$ cat src/rtl/aes_pkg.sv
// Shared AES byte-ordering definitions: block size and the ShiftRows /
// InvShiftRows source-index maps for column-major state bytes (k = 4*col + row).
package aes_pkg;

  localparam int AES_BLOCK_BYTES = 16;

  // Output byte k of InvShiftRows takes input byte INV_SR_IDX[k].
  localparam logic [3:0] INV_SR_IDX [AES_BLOCK_BYTES] = '{
    4'd0,  4'd13, 4'd10, 4'd7,
    4'd4,  4'd1,  4'd14, 4'd11,
    4'd8,  4'd5,  4'd2,  4'd15,
    4'd12, 4'd9,  4'd6,  4'd3
  };

  // Encrypt direction: out k = 4c+r takes in 4*((c+r)&3)+r; the 2-bit add wraps mod 4.
  function automatic logic [3:0] sr_idx(input logic [3:0] k);
    logic [1:0] r;
    logic [1:0] c;
    r = k[1:0];
    c = k[3:2];
    return {2'(c + r), r};
  endfunction

  function automatic logic [3:0] inv_sr_idx(input logic [3:0] k);
    return INV_SR_IDX[k];
  endfunction

endpackage

$ cat src/rtl/aes_byte_bank.sv
// 16-entry byte register file: one synchronous write port, one asynchronous read port.
module aes_byte_bank
  import aes_pkg::*;
#(
  parameter int DATA_W = 8
) (
  input  logic              clock,
  input  logic              wr_en,
  input  logic [3:0]        wr_addr,
  input  logic [DATA_W-1:0] wr_data,
  input  logic [3:0]        rd_addr,
  output logic [DATA_W-1:0] rd_data
);

  logic [DATA_W-1:0] mem [AES_BLOCK_BYTES];

  // NOTE: storage is deliberately not reset; the full flags in the parent gate
  // every read, so stale contents are never observable.
  always_ff @(posedge clock) begin
    if (wr_en) mem[wr_addr] <= wr_data;
  end

  assign rd_data = mem[rd_addr];

endmodule

$ cat src/rtl/inv_shiftrows_stream.sv
// Byte-serial AES InvShiftRows: ping-pong pair of 16-byte banks, one filling in
// arrival order while the other drains through the inverse row-shift index map.
module inv_shiftrows_stream
  import aes_pkg::*;
#(
  parameter int DATA_W    = 8,
  parameter bit ZERO_IDLE = 1'b1
) (
  input  logic              clock,
  input  logic              reset_n,
  input  logic [DATA_W-1:0] in_byte,
  input  logic              in_valid,
  output logic              in_ready,
  output logic [DATA_W-1:0] out_byte,
  output logic              out_valid,
  input  logic              out_ready,
  output logic              out_last
);

  logic [3:0]        wr_cnt;
  logic [3:0]        rd_cnt;
  logic              wr_bank;
  logic              rd_bank;
  logic [1:0]        full;
  logic              accept;
  logic              take;
  logic [3:0]        rd_addr;
  logic [DATA_W-1:0] bank_data [2];

  assign in_ready  = !full[wr_bank];
  assign accept    = in_valid && in_ready;
  assign out_valid = full[rd_bank];
  assign take      = out_valid && out_ready;
  assign out_last  = out_valid && (rd_cnt == 4'd15);
  assign rd_addr   = inv_sr_idx(rd_cnt);

  for (genvar b = 0; b < 2; b++) begin : g_bank
    aes_byte_bank #(.DATA_W(DATA_W)) u_bank (
      .clock   (clock),
      .wr_en   (accept && (wr_bank == 1'(b))),
      .wr_addr (wr_cnt),
      .wr_data (in_byte),
      .rd_addr (rd_addr),
      .rd_data (bank_data[b])
    );
  end

  always_comb begin
    out_byte = bank_data[rd_bank];
    if (ZERO_IDLE && !out_valid) out_byte = '0;
  end

  // NOTE: non-blocking updates let the write side set one full bit and the read
  // side clear the other on the same edge; in_ready guarantees they never collide.
  always_ff @(posedge clock) begin
    if (!reset_n) begin
      wr_cnt  <= '0;
      rd_cnt  <= '0;
      wr_bank <= 1'b0;
      rd_bank <= 1'b0;
      full    <= '0;
    end else begin
      if (accept) begin
        if (wr_cnt == 4'd15) begin
          full[wr_bank] <= 1'b1;
          wr_bank       <= !wr_bank;
          wr_cnt        <= '0;
        end else begin
          wr_cnt <= wr_cnt + 4'd1;
        end
      end
      if (take) begin
        if (rd_cnt == 4'd15) begin
          full[rd_bank] <= 1'b0;
          rd_bank       <= !rd_bank;
          rd_cnt        <= '0;
        end else begin
          rd_cnt <= rd_cnt + 4'd1;
        end
      end
    end
  end

endmodule

$ cat config.mk
export PLATFORM = sky130hd
export DESIGN_NAME = inv_shiftrows_stream
export DESIGN_NICKNAME = d
export VERILOG_FILES = /design/src/rtl/aes_pkg.sv /design/src/rtl/aes_byte_bank.sv /design/src/rtl/inv_shiftrows_stream.sv
export SDC_FILE = /design/constraint.sdc
export NUM_CORES = 1
export LEC_CHECK = 0
export BUFFER_PORTS_ARGS = -buffer_cell sky130_fd_sc_hd__buf_4
export CELL_PAD_IN_SITES_DETAIL_PLACEMENT = 1
export CELL_PAD_IN_SITES_GLOBAL_PLACEMENT = 1
export CORE_ASPECT_RATIO = 0.6
export CORE_MARGIN = 4
export CORE_UTILIZATION = 47
export DETAILED_ROUTE_END_ITERATION = 16
export PLACE_DENSITY = 0.74
export SYNTH_ARGS = -nofsm -noshare
export SYNTH_HDL_FRONTEND = slang
export SYNTH_SLANG_ARGS = --single-unit
$ cat constraint.sdc
create_clock -name clock -period 2.4 [get_ports clock]
set_input_delay 0.12 -clock clock [delete_from_list [all_inputs] [get_ports clock]]
set_output_delay 0.12 -clock clock [all_outputs]
set_load 0.02 [all_outputs]
==> metrics.txt <==
# TYPE chip_impl_metric gauge
chip_impl_info{name="run_status",value="finished, violations left"} 1
chip_impl_info{name="failing_checks",value="setup timing"} 1
chip_impl_metric{name="drv.max_cap_violation_count",unit=""} 0
chip_impl_metric{name="placedInstanceArea",unit="um2"} 11700
chip_impl_metric{name="cts_buffer_depth",unit=""} 3
chip_impl_metric{name="r2r_slack",unit="ps"} 460
chip_impl_metric{name="finalHoldViolCount",unit=""} 0
chip_impl_info{name="clockRootBuffer",value="sky130_fd_sc_hd__clkbuf_16"} 1
chip_impl_metric{name="mappedNetlistArea",unit="um2"} 11000
chip_impl_metric{name="detailedRoute.firstPassIterationCount",unit=""} 5
chip_impl_metric{name="numCtsBuffers",unit=""} 25
chip_impl_metric{name="final_weighted_congestion_in_routability_driven_placement",unit=""} 0.842
chip_impl_metric{name="power.internal",unit="mW"} 7.42
chip_impl_metric{name="vias",unit=""} 6271
chip_impl_metric{name="synth.yosys.warnings",unit=""} 0
chip_impl_metric{name="power.share.switching",unit="%"} 19.2
chip_impl_info{name="worst_setup_path_endpoint",value="out_byte[7]"} 1
chip_impl_metric{name="timing.final.max_slew_violations",unit=""} 0
chip_impl_metric{name="fin_nets",unit=""} 738
chip_impl_metric{name="area_growth",unit="%"} 16.6
chip_impl_metric{name="dpl.cell_count",unit=""} 1000
chip_impl_info{name="worst_setup_path_startpoint",value="rd_cnt[1]$_SDFFE_PN0P_"} 1
chip_impl_metric{name="layout_worst_path_cycle_share",unit="%"} 117
chip_impl_metric{name="finish.cell_count_without_fillers",unit=""} 1052
chip_impl_metric{name="grt_first_pass_wirelength",unit="mm"} 42.6
chip_impl_metric{name="mappedNetlistNets",unit=""} 678
chip_impl_metric{name="netlist_instances",unit=""} 661
chip_impl_metric{name="clkPwrFrac",unit="%"} 41.9
chip_impl_info{name="critical_path.endpoint_type",value="output pin"} 1
chip_impl_metric{name="synth_seq_area_share",unit="%"} 72.2
chip_impl_info{name="yosys_most_used_dff",value="sky130_fd_sc_hd__edfxtp_1"} 1
chip_impl_info{name="clock_tree_from_tritoncts",value="yes"} 1
chip_impl_metric{name="hpwl",unit="mm"} 18.9
chip_impl_metric{name="power_dissipated_by_switching_net_loads",unit="mW"} 1.76
chip_impl_info{name="synth_common_cells",value="sky130_fd_sc_hd__edfxtp_1, sky130_fd_sc_hd__nor2b_1, sky130_fd_sc_hd__mux4_2"} 1
chip_impl_metric{name="final_core_util",unit="%"} 55.6
chip_impl_metric{name="hold_ws",unit="ps"} 39.3
chip_impl_metric{name="period_minus_ws_final",unit="ps"} 2820
chip_impl_metric{name="route.detailed.wl_per_inst",unit="um"} 26.8
chip_impl_metric{name="power_per_cell_area",unit="nW/um2"} 717
chip_impl_metric{name="number_of_global_route_vias_before_repair",unit=""} 6538
chip_impl_metric{name="drt_first_iter_violations",unit=""} 633
chip_impl_metric{name="antenna-diode-count",unit=""} 0
chip_impl_metric{name="static-leakage-power",unit="nW"} 4.10
chip_impl_metric{name="total_die_area",unit="um2"} 26000
chip_impl_metric{name="coreArea",unit="um2"} 23000
chip_impl_info{name="startpoint_type",value="register"} 1
chip_impl_info{name="post-synth-top-area-cell",value="sky130_fd_sc_hd__edfxtp_1"} 1
chip_impl_metric{name="total_power",unit="mW"} 9.18
chip_impl_metric{name="yosys.cell_types.count",unit=""} 42
chip_impl_metric{name="worst_ep_required_time",unit="ps"} 2280
chip_impl_metric{name="synth_async_sr_flop_share",unit="%"} 0
chip_impl_metric{name="die_height",unit="um"} 126
chip_impl_metric{name="clkSlewWorstSetupHoldPaths",unit="ps"} 70
chip_impl_metric{name="worst-slew-pin-transition",unit="ps"} 658
chip_impl_info{name="ys_top_cells_by_area",value="sky130_fd_sc_hd__edfxtp_1, sky130_fd_sc_hd__mux4_2, sky130_fd_sc_hd__nor2b_1, sky130_fd_sc_hd__mux2_2, sky130_fd_sc_hd__dfxtp_1"} 1
chip_impl_info{name="criticalPathCategory",value="reg2out"} 1
chip_impl_metric{name="number_of_endpoints_failing_setup_at_the_final_stage",unit=""} 8
chip_impl_metric{name="share_comb_of_total_power",unit="%"} 2.0
chip_impl_info{name="unrepaired_setup_endpoints_after_global_routing",value="yes"} 1
chip_impl_metric{name="maximum_number_of_pins_on_one_net_before_global_route_repair",unit=""} 61
chip_impl_metric{name="timing.critical_path.arrival",unit="ps"} 2700
chip_impl_metric{name="postLayoutCellArea",unit="um2"} 12800
chip_impl_metric{name="fraction_of_layout_instances_using_a_drive_strength_above_1",unit="%"} 26.1
chip_impl_metric{name="synth.avg_cell_area",unit="um2"} 16.6
chip_impl_metric{name="synth_enable_flop_cells",unit=""} 256
chip_impl_metric{name="seqCellArea",unit="um2"} 7940
chip_impl_metric{name="routed_via_density",unit=""} 5.96
chip_impl_metric{name="critPathMaxFanout",unit=""} 4
chip_impl_metric{name="globalRoute.totalOverflow",unit=""} 0
chip_impl_metric{name="ioPinCount",unit=""} 23
chip_impl_metric{name="nFillCells",unit=""} 2115
chip_impl_info{name="hold_class",value="in2reg"} 1
chip_impl_metric{name="row_count",unit=""} 43
chip_impl_info{name="most_frequent_cell_after_synthesis",value="sky130_fd_sc_hd__edfxtp_1"} 1
chip_impl_metric{name="synth.ff_latch_count",unit=""} 268
chip_impl_metric{name="detailed_route_wl",unit="mm"} 28.2
chip_impl_metric{name="grt_use_total",unit="%"} 22.2
chip_impl_metric{name="fmax",unit="GHz"} 0.355
chip_impl_metric{name="drc",unit=""} 0
chip_impl_metric{name="start_util",unit="%"} 47.7
chip_impl_metric{name="antenna_found_initial",unit=""} 0
chip_impl_info{name="capturing_point_of_the_worst_reg2reg_path",value="g_bank[1].u_bank.mem[1][1]$_DFFE_PP_"} 1
chip_impl_metric{name="ir_drop",unit="mV"} 0.530
chip_impl_metric{name="final_critical_path_setup_slack",unit="ps"} -419
chip_impl_metric{name="worst_slew_slack_as_a_fraction_of_its_limit",unit="%"} 56.0
chip_impl_metric{name="die_width",unit="um"} 205
chip_impl_info{name="r2r-start",value="full[1]$_SDFF_PN0_"} 1
chip_impl_metric{name="postRouteAntennaNets",unit=""} 0
chip_impl_metric{name="timing.clock.skew",unit="ps"} 12.8
chip_impl_metric{name="tritoncts_num_sinks",unit=""} 268
chip_impl_metric{name="finalSetupTns",unit="ps"} -2980
chip_impl_metric{name="multi_input_comb_area",unit="um2"} 3010
chip_impl_metric{name="ctsHtreeMaxLevel",unit=""} 1
chip_impl_metric{name="reg2reg_depth",unit=""} 3
chip_impl_metric{name="number_of_instances_on_the_worst_hold_path",unit=""} 1
chip_impl_metric{name="detailedPlace.worstSlack",unit="ps"} -96.5
chip_impl_metric{name="placement.io_buffers",unit=""} 22
chip_impl_metric{name="synth_top_area_share",unit="%"} 70.0
chip_impl_metric{name="pwr-share-seq",unit="%"} 56.1
chip_impl_metric{name="worst_skew_pair.late_latency",unit="ps"} 510
[power groups by stage]
stage	registers [mW]	logic [mW]	clock network [mW]
4_1_cts	5.15	0.185	3.92
2_1_floorplan	5.25	0.0498	0
5_1_grt	5.15	0.200	4.14
6_report	5.15	0.183	3.85
3_3_place_gp	5.25	0.164	0
3_5_place_dp	5.25	0.180	0
[cell type report]
| class | instances | area share [%] |
|---|---|---|
| flip-flops and latches | 268 | 62.0 |
| multi-input cells | 354 | 23.5 |
| repair buffers | 68 | 5.24 |
| clock buffers | 32 | 5.09 |
| well taps | 315 | 3.08 |
| clock inverters | 11 | 0.997 |
| inverters | 4 | 0.117 |
[what timing repair did]
action	4_1_cts	5_1_grt
hold endpoints to repair	8	0
endpoints found under the setup margin	8	8
hold buffers	3	0
cloned	1	0
buffers inserted	5	0
pin swaps	2	2
resized for setup	28	9
[metal layers]
| layer | up-vias | track usage, % | routed length, um |
|---|---|---|---|
| met5 | - | 0 | 0 |
| met2 | 226 | 32.2 | 12400 |
| met1 | 3306 | 36.0 | 13300 |
| met3 | 29 | 4.32 | 2140 |
| met4 | 0 | 3.38 | 357 |
| li1 | 2710 | - | - |
[worst min path at each step]
stage,end,slack (ps),start
after detailed placement,full[1]$_SDFF_PN0_,380,reset_n
after global placement,full[1]$_SDFF_PN0_,360,reset_n
final,g_bank[0].u_bank.mem[2][7]$_DFFE_PP_,40,in_byte[7]
after floorplan,g_bank[0].u_bank.mem[0][0]$_DFFE_PP_,220,in_byte[0]
after global routing,g_bank[0].u_bank.mem[12][7]$_DFFE_PP_,30,in_byte[7]
after CTS,g_bank[0].u_bank.mem[15][7]$_DFFE_PP_,20,in_byte[7]
[logic make-up after synthesis]
family | synth area share [%]
mux | 11.0
flops | 72.2
xor+xnor | 0.319
fa+ha+maj | 0.570
compound gates | 6.07
simple gates | 8.32
buf+inv | 1.58
[sequential cells by signal, summed over array words and instances (netlist names)]
name / cells
full: 2
g_bank.u_bank.mem: 256
rd_bank: 1
rd_cnt: 4
wr_bank: 1
wr_cnt: 4
[critical path, stage by stage (launching register included)]
cell,delay (ps)
sky130_fd_sc_hd__dfxtp_4,410
sky130_fd_sc_hd__ha_4,230
sky130_fd_sc_hd__mux2i_4,190
sky130_fd_sc_hd__xor2_1,180
sky130_fd_sc_hd__buf_4,160
sky130_fd_sc_hd__mux4_2,500
sky130_fd_sc_hd__and2_4,190
sky130_fd_sc_hd__a31o_1,190
sky130_fd_sc_hd__buf_6,130
[placed cells by master, fill, tap and decap left out, types with 3 or more instances in the layout]
cell type / synthesis / layout
sky130_fd_sc_hd__edfxtp_1: 256 / 256
sky130_fd_sc_hd__nor2b_1: 68 / 68
sky130_fd_sc_hd__buf_4: 1 / 51
sky130_fd_sc_hd__mux4_2: 34 / 34
sky130_fd_sc_hd__mux2_2: 30 / 30
sky130_fd_sc_hd__clkbuf_16: 0 / 25
sky130_fd_sc_hd__o22ai_1: 32 / 24
sky130_fd_sc_hd__nor2_1: 23 / 23
sky130_fd_sc_hd__nand3_1: 22 / 22
sky130_fd_sc_hd__nand2_1: 18 / 18
sky130_fd_sc_hd__o21ai_0: 21 / 18
sky130_fd_sc_hd__and2_1: 17 / 16
sky130_fd_sc_hd__a22oi_1: 14 / 14
sky130_fd_sc_hd__a21oi_1: 13 / 13
sky130_fd_sc_hd__dfxtp_1: 12 / 9
sky130_fd_sc_hd__o22ai_2: 0 / 8
sky130_fd_sc_hd__mux2i_1: 10 / 8
sky130_fd_sc_hd__clkbuf_1: 20 / 7
sky130_fd_sc_hd__nand2b_1: 6 / 6
sky130_fd_sc_hd__a31o_2: 6 / 6
sky130_fd_sc_hd__clkinv_2: 0 / 6
sky130_fd_sc_hd__a211oi_2: 0 / 5
sky130_fd_sc_hd__nor3_1: 5 / 5
sky130_fd_sc_hd__buf_12: 0 / 5
sky130_fd_sc_hd__o21ai_1: 1 / 4
sky130_fd_sc_hd__ha_1: 5 / 4
sky130_fd_sc_hd__buf_6: 2 / 4
sky130_fd_sc_hd__inv_1: 3 / 3
sky130_fd_sc_hd__xor2_1: 3 / 3
sky130_fd_sc_hd__a211oi_1: 8 / 3
sky130_fd_sc_hd__clkinv_1: 1 / 3
sky130_fd_sc_hd__bufinv_16: 0 / 3
sky130_fd_sc_hd__buf_16: 0 / 3
sky130_fd_sc_hd__dlygate4sd3_1: 0 / 3
Note: power is estimated with default switching activity, not from simulation.
